## src/rtl/qtable_pkg.sv

```systemverilog
// ============================================================================
// Module      : qtable_pkg
// Description : Shared types and helpers for the Q-table BRAM arbiter.
// Revision    : 1.0 - initial release
// ============================================================================
`default_nettype none

package qtable_pkg;

  localparam int NUM_ACT     = 4;
  localparam int ACT_WIDTH   = 2;
  localparam int DEF_Q_WIDTH = 16;
  localparam int DEF_S_WIDTH = 12;

  typedef enum logic [2:0] {
    ST_IDLE    = 3'd0,
    ST_AG_RD   = 3'd1,
    ST_AG_WAIT = 3'd2,
    ST_AG_WR   = 3'd3,
    ST_HO_RD   = 3'd4,
    ST_HO_WAIT = 3'd5,
    ST_HO_WR   = 3'd6
  } state_t;

  // BRAM word address: state index in the upper bits, action in the low bits
  function automatic logic [31:0] qt_addr(input logic [29:0] state,
                                          input logic [ACT_WIDTH-1:0] act);
    return {state, act};
  endfunction

endpackage

`default_nettype wire

```

## src/rtl/qtable_arbiter.sv

```systemverilog
// ============================================================================
// Module      : qtable_arbiter
// Description : Single-port Q-table BRAM arbiter, agent priority with host
//               starvation limit; 4-beat agent state reads.
// Revision    : 1.0 - initial release
// ============================================================================
`default_nettype none

module qtable_arbiter
  import qtable_pkg::*;
#(
  parameter int S_WIDTH    = DEF_S_WIDTH,
  parameter int Q_WIDTH    = DEF_Q_WIDTH,
  parameter int STARVE_MAX = 8
) (
  input  logic                     clk,
  input  logic                     rst,
  input  logic                     agent_req,
  input  logic                     agent_we,
  input  logic [S_WIDTH-1:0]       agent_state,
  input  logic [ACT_WIDTH-1:0]     agent_act,
  input  logic [Q_WIDTH-1:0]       agent_wdata,
  output logic                     agent_gnt,
  output logic                     agent_rvalid,
  output logic [NUM_ACT*Q_WIDTH-1:0] agent_rdata,
  input  logic                     host_req,
  input  logic                     host_we,
  input  logic [S_WIDTH+1:0]       host_addr,
  input  logic [Q_WIDTH-1:0]       host_wdata,
  output logic                     host_gnt,
  output logic                     host_rvalid,
  output logic [Q_WIDTH-1:0]       host_rdata,
  output logic                     ram_en,
  output logic                     ram_we,
  output logic [S_WIDTH+1:0]       ram_addr,
  output logic [Q_WIDTH-1:0]       ram_wdata,
  input  logic [Q_WIDTH-1:0]       ram_rdata,
  output logic                     busy
);

  localparam int       A_WIDTH    = S_WIDTH + ACT_WIDTH;
  localparam logic [7:0] C_STARVE = 8'(STARVE_MAX);

  state_t                       r_state;
  logic [A_WIDTH-1:0]           r_addr;
  logic [Q_WIDTH-1:0]           r_wdata;
  logic [3*Q_WIDTH-1:0]         r_buf;
  logic [7:0]                   r_starve_cnt;
  logic                         w_idle;
  logic                         w_host_win;

  assign w_idle     = (r_state == ST_IDLE);
  assign w_host_win = host_req && (!agent_req || (r_starve_cnt == C_STARVE));
  assign agent_gnt  = w_idle && agent_req && !w_host_win;
  assign host_gnt   = w_idle && w_host_win;
  assign busy       = !w_idle;

  assign ram_en    = r_state inside {ST_AG_RD, ST_AG_WR, ST_HO_RD, ST_HO_WR};
  assign ram_we    = r_state inside {ST_AG_WR, ST_HO_WR};
  assign ram_addr  = ram_en ? r_addr  : '0;
  assign ram_wdata = ram_we ? r_wdata : '0;

  always_ff @(posedge clk or negedge rst) begin
    if (!rst) begin
      r_starve_cnt <= '0;
    end else if (host_gnt) begin
      r_starve_cnt <= '0;
    end else if (host_req && (r_starve_cnt != C_STARVE)) begin
      r_starve_cnt <= r_starve_cnt + 8'd1;
    end
  end

  // During a burst the low address bits double as the beat counter; beat k
  // returns from the BRAM while beat k+1 is being issued.
  always_ff @(posedge clk or negedge rst) begin
    if (!rst) begin
      r_state      <= ST_IDLE;
      r_addr       <= '0;
      r_wdata      <= '0;
      r_buf        <= '0;
      agent_rvalid <= 1'b0;
      agent_rdata  <= '0;
      host_rvalid  <= 1'b0;
      host_rdata   <= '0;
    end else begin
      agent_rvalid <= 1'b0;
      host_rvalid  <= 1'b0;
      case (r_state)
        ST_IDLE: begin
          if (agent_gnt) begin
            r_addr  <= A_WIDTH'(qt_addr(30'(agent_state), agent_we ? agent_act : 2'd0));
            r_wdata <= agent_wdata;
            r_state <= agent_we ? ST_AG_WR : ST_AG_RD;
          end else if (host_gnt) begin
            r_addr  <= host_addr;
            r_wdata <= host_wdata;
            r_state <= host_we ? ST_HO_WR : ST_HO_RD;
          end
        end
        ST_AG_RD: begin
          if (r_addr[1:0] != 2'd0) begin
            r_buf <= {ram_rdata, r_buf[3*Q_WIDTH-1:Q_WIDTH]};
          end
          r_addr[1:0] <= r_addr[1:0] + 2'd1;
          if (r_addr[1:0] == 2'd3) begin
            r_state <= ST_AG_WAIT;
          end
        end
        ST_AG_WAIT: begin
          agent_rdata  <= {ram_rdata, r_buf};
          agent_rvalid <= 1'b1;
          r_state      <= ST_IDLE;
        end
        ST_HO_RD: begin
          r_state <= ST_HO_WAIT;
        end
        ST_HO_WAIT: begin
          host_rdata  <= ram_rdata;
          host_rvalid <= 1'b1;
          r_state     <= ST_IDLE;
        end
        ST_AG_WR, ST_HO_WR: begin
          r_state <= ST_IDLE;
        end
        default: begin
          r_state <= ST_IDLE;
        end
      endcase
    end
  end

endmodule

`default_nettype wire
```

## config.mk

```make
export PLATFORM = sky130hd
export DESIGN_NAME = qtable_arbiter
export DESIGN_NICKNAME = d
export VERILOG_FILES = /design/src/rtl/qtable_pkg.sv /design/src/rtl/qtable_arbiter.sv
export SDC_FILE = /design/constraint.sdc
export NUM_CORES = 1
export LEC_CHECK = 0
export ABC_AREA = 1
export BUFFER_PORTS_ARGS = -buffer_cell sky130_fd_sc_hd__buf_2
export CAP_MARGIN = 20
export CORE_ASPECT_RATIO = 1.75
export CORE_MARGIN = 2
export CORE_UTILIZATION = 51
export CTS_BUF_LIST = sky130_fd_sc_hd__clkbuf_8
export CTS_CLUSTER_DIAMETER = 200
export DETAILED_ROUTE_END_ITERATION = 8
export GPL_TIMING_DRIVEN = 0
export PLACE_DENSITY = 0.81
export SYNTH_ARGS = -nofsm -noshare
export SYNTH_HDL_FRONTEND = slang
export SYNTH_SLANG_ARGS = --single-unit
export TNS_END_PERCENT = 10
```

## constraint.sdc

```tcl
create_clock -name clk -period 1.95 [get_ports clk]
set_input_delay 0.585 -clock clk [delete_from_list [all_inputs] [get_ports clk]]
set_output_delay 0.585 -clock clk [all_outputs]
set_load 0.005 [all_outputs]
```

==> out/metrics.yaml <==
outcome:
  status: "finished, violations left"
  violations: "setup timing"
worst_setup_path:
  cp-start-kind: "flip-flop"
  path_buf_inv: 5
  path_class: "flip-flop to output port"
  cp-end-kind: "output port"
  crit_arrival_ns: 1.76
  required_ns: 1.36
  slowest_delay_ns: 0.43
  path_delay_family: "buffers and inverters"
  crit_chain: "nand2_2 -> inv_2 -> nor2_4 -> inv_2 -> nor2_4 -> inv_4 -> buf_12 -> nor2_2 -> buf_2"
  critPathMaxFanout: 10
  slowest_stage: "dfrtp_1"
timing:
  maxSlewViolCount: 0
  clock-skew-final_ns: 0.0134
  slew_headroom_pct: 61.2
  period_share_pct: 120
  worst_pin_slew_ns: 0.583
  setup_viol: 35
  fmax_ghz: 0.427
  setup_slack_ns: -0.392
  fin_crit_ns: 2.34
  hold_violations: 0
  whs_ns: 0.0626
  rsz0062_at_grt: "true"
global_route:
  first_global_vias: 6268
  grt_use_met1_pct: 28.0
  grt_max_degree: 110
  antenna_found_initial: 0
  grt_pass1_wl_um: 30000
  grt.busiest_layer: "met2"
  grt_use_met3_pct: 4.29
  gr-usage-all-layers_pct: 25.8
  grt-ovfl-total: 0
  grtUsageMet2_pct: 49.0
clocking:
  htreeDepth: 4
  cts_tree: "built"
  clock_sinks: 171
  insertion_delay_ns: 0.43
  clock-root-buffer: "clkbuf_8"
  hold_buffers: 0
  cts_buffers: 17
  max-clock-path-buffers: 2
  clk_pin_slew_ns: 0.09
yosys:
  synth_warnings: 0
  ys_ff_latch: 171
  postSynthAreaPerCell_um2: 8.96
  synth_top_flop_cell: "dfrtp_1"
  syn_nets: 879
  yosys.area.top_type: "dfrtp_1"
  post-synth-top-count-cell: "nand2_1"
  synth_enable_flop_cells: 0
  yosysTopAreaCellShare_pct: 60.3
  synthesis.area_um2: 7100
  ys_types: 26
  ys_seq_area_share_pct: 60.3
  netlist_instances: 793
  synth.area.top_cells: "dfrtp_1 (60%), nand2_1 (12%), o21ai_0 (5.6%), inv_1 (5.0%), o211ai_1 (3.0%)"
  synthArstFlopShare_pct: 100
  synth_top_cells_by_count: "nand2_1 (219), dfrtp_1 (171), inv_1 (94)"
power:
  p_per_area_nw_per_um2: 1600
  power.leakage_uw: 0.00488
  max-vdd-ir-drop_uv: 970
drt:
  dr.first_iter.drc_count: 220
  ant_nets: 0
  vias: 6133
  first_pass_iters: 4
  drc_errors: 0
  wirelength_um: 18700
  viasPerCell: 5.01
  drt-wirelength-per-cell_um: 15.3
placed_design:
  port_buffers: 198
  gp_congestion: 0.904
  dp_hpwl_um: 13900
  dp.cells: 1169
flow_run:
  maxCapViolCount: 0
die:
  initial_core_util_pct: 51.6
  io_pins: 199
  placeableCoreArea_um2: 13800
  placementRows: 57
  die_area_um2: 14900
  die_h_um: 160
  die_width_um: 93.2
layout:
  fin_cells: 1224
  fillers: 1147
  area_delta_synth_final_pct: 28.9
  drive_gt1_share_pct: 32.6
  utilization_pct: 66.5
  nets: 1120
  antennaDiodeCount: 0
min_path:
  hold_class: "input pin to async pin"
-- cells in the final DEF (no fill, tap or decap), types with 10 or more instances in the layout --
master and instances:
buf_2 213, buf_4 25, buf_6 10, clkbuf_1 10, clkbuf_8 18, dfrtp_1 170, inv_1 91, nand2_1 210
nand3_1 36, nor2_1 28, nor2_2 15, o211ai_1 28, o21ai_0 66, o21ai_1 52
-- sequential cells by signal, indices dropped and copies added (netlist names) --
signal	count
host_rdata	16
r_buf	48
r_addr	14
r_wdata	16
r_state	3
agent_rvalid	1
host_rvalid	1
agent_rdata	64
r_starve_cnt	8
-- kinds of logic after synthesis --
kind of cell,Yosys count,share of synthesized area (%)
and+or+nand+nor,320,18.4
DFF,171,60.3
AOI/OAI and AO/OA,153,11.8
buffers and inverters,145,8.84
adders and majority gates,4,0.705
-- power breakdown --
group / internal, uW / switching, uW
Combinational: 2560 / 3500
Clock: 1170 / 1360
Sequential: 5170 / 861
-- final cells by class --
type | count | area [um^2] | share of cell area, %
buffer | 41 | 298 | 3.25
clock buffer | 17 | 234 | 2.56
clock inverter | 15 | 166 | 1.82
inverter | 103 | 397 | 4.33
multi-input combinational | 477 | 2340 | 25.6
sequential | 171 | 4280 | 46.8
tap | 177 | 221 | 2.42
timing repair buffer | 223 | 1210 | 13.2
-- routing by layer --
| layer | wire [um] | share of wire (%) | vias to the layer above |
|---|---|---|---|
| met4 | 478 | 2.6 | 0 |
| met1 | 6840 | 37 | 2903 |
| met3 | 826 | 4.4 | 33 |
| met5 | 0 | 0 | - |
| met2 | 10500 | 56 | 205 |
| li1 | - | - | 2992 |
-- timing repair --
action                     CTS  global route
setup buffers               20             4
pin swaps                    8             0
setup endpoints to repair   34            52
gates resized for setup     43            44
gates cloned                 0             0
-- per-stage QoR --
stage / power (uW) / cell area, um^2 / TNS [ns] / setup WS [ns]
6_report: 14600 / 9150 / -9.56 / -0.392
2_1_floorplan: 9140 / 7100 / 0 / 0.0844
3_5_place_dp: 11400 / 8350 / -1.93 / -0.287
5_1_grt: 15700 / 9150 / -12.82 / -0.482
3_3_place_gp: 11200 / 8310 / -390.33 / -2.28
4_1_cts: 14400 / 9030 / -11.50 / -0.434
-- worst paths after layout --
check                                start               to  slack [ns]  cells past startpoint
min reg2reg                      r_buf[15]  agent_rdata[15]        0.47                      2
min in group clk           agent_wdata[11]      r_wdata[11]        0.38                      3
min                                    rst        r_addr[4]        0.06                      1
max                             r_state[0]    ram_wdata[10]       -0.39                      9
max reg2reg                     r_state[0]    host_rdata[1]        0.03                     13
max in group asynchronous              rst  agent_rdata[39]        1.02                      2
Power figures use the tool's default switching activity.
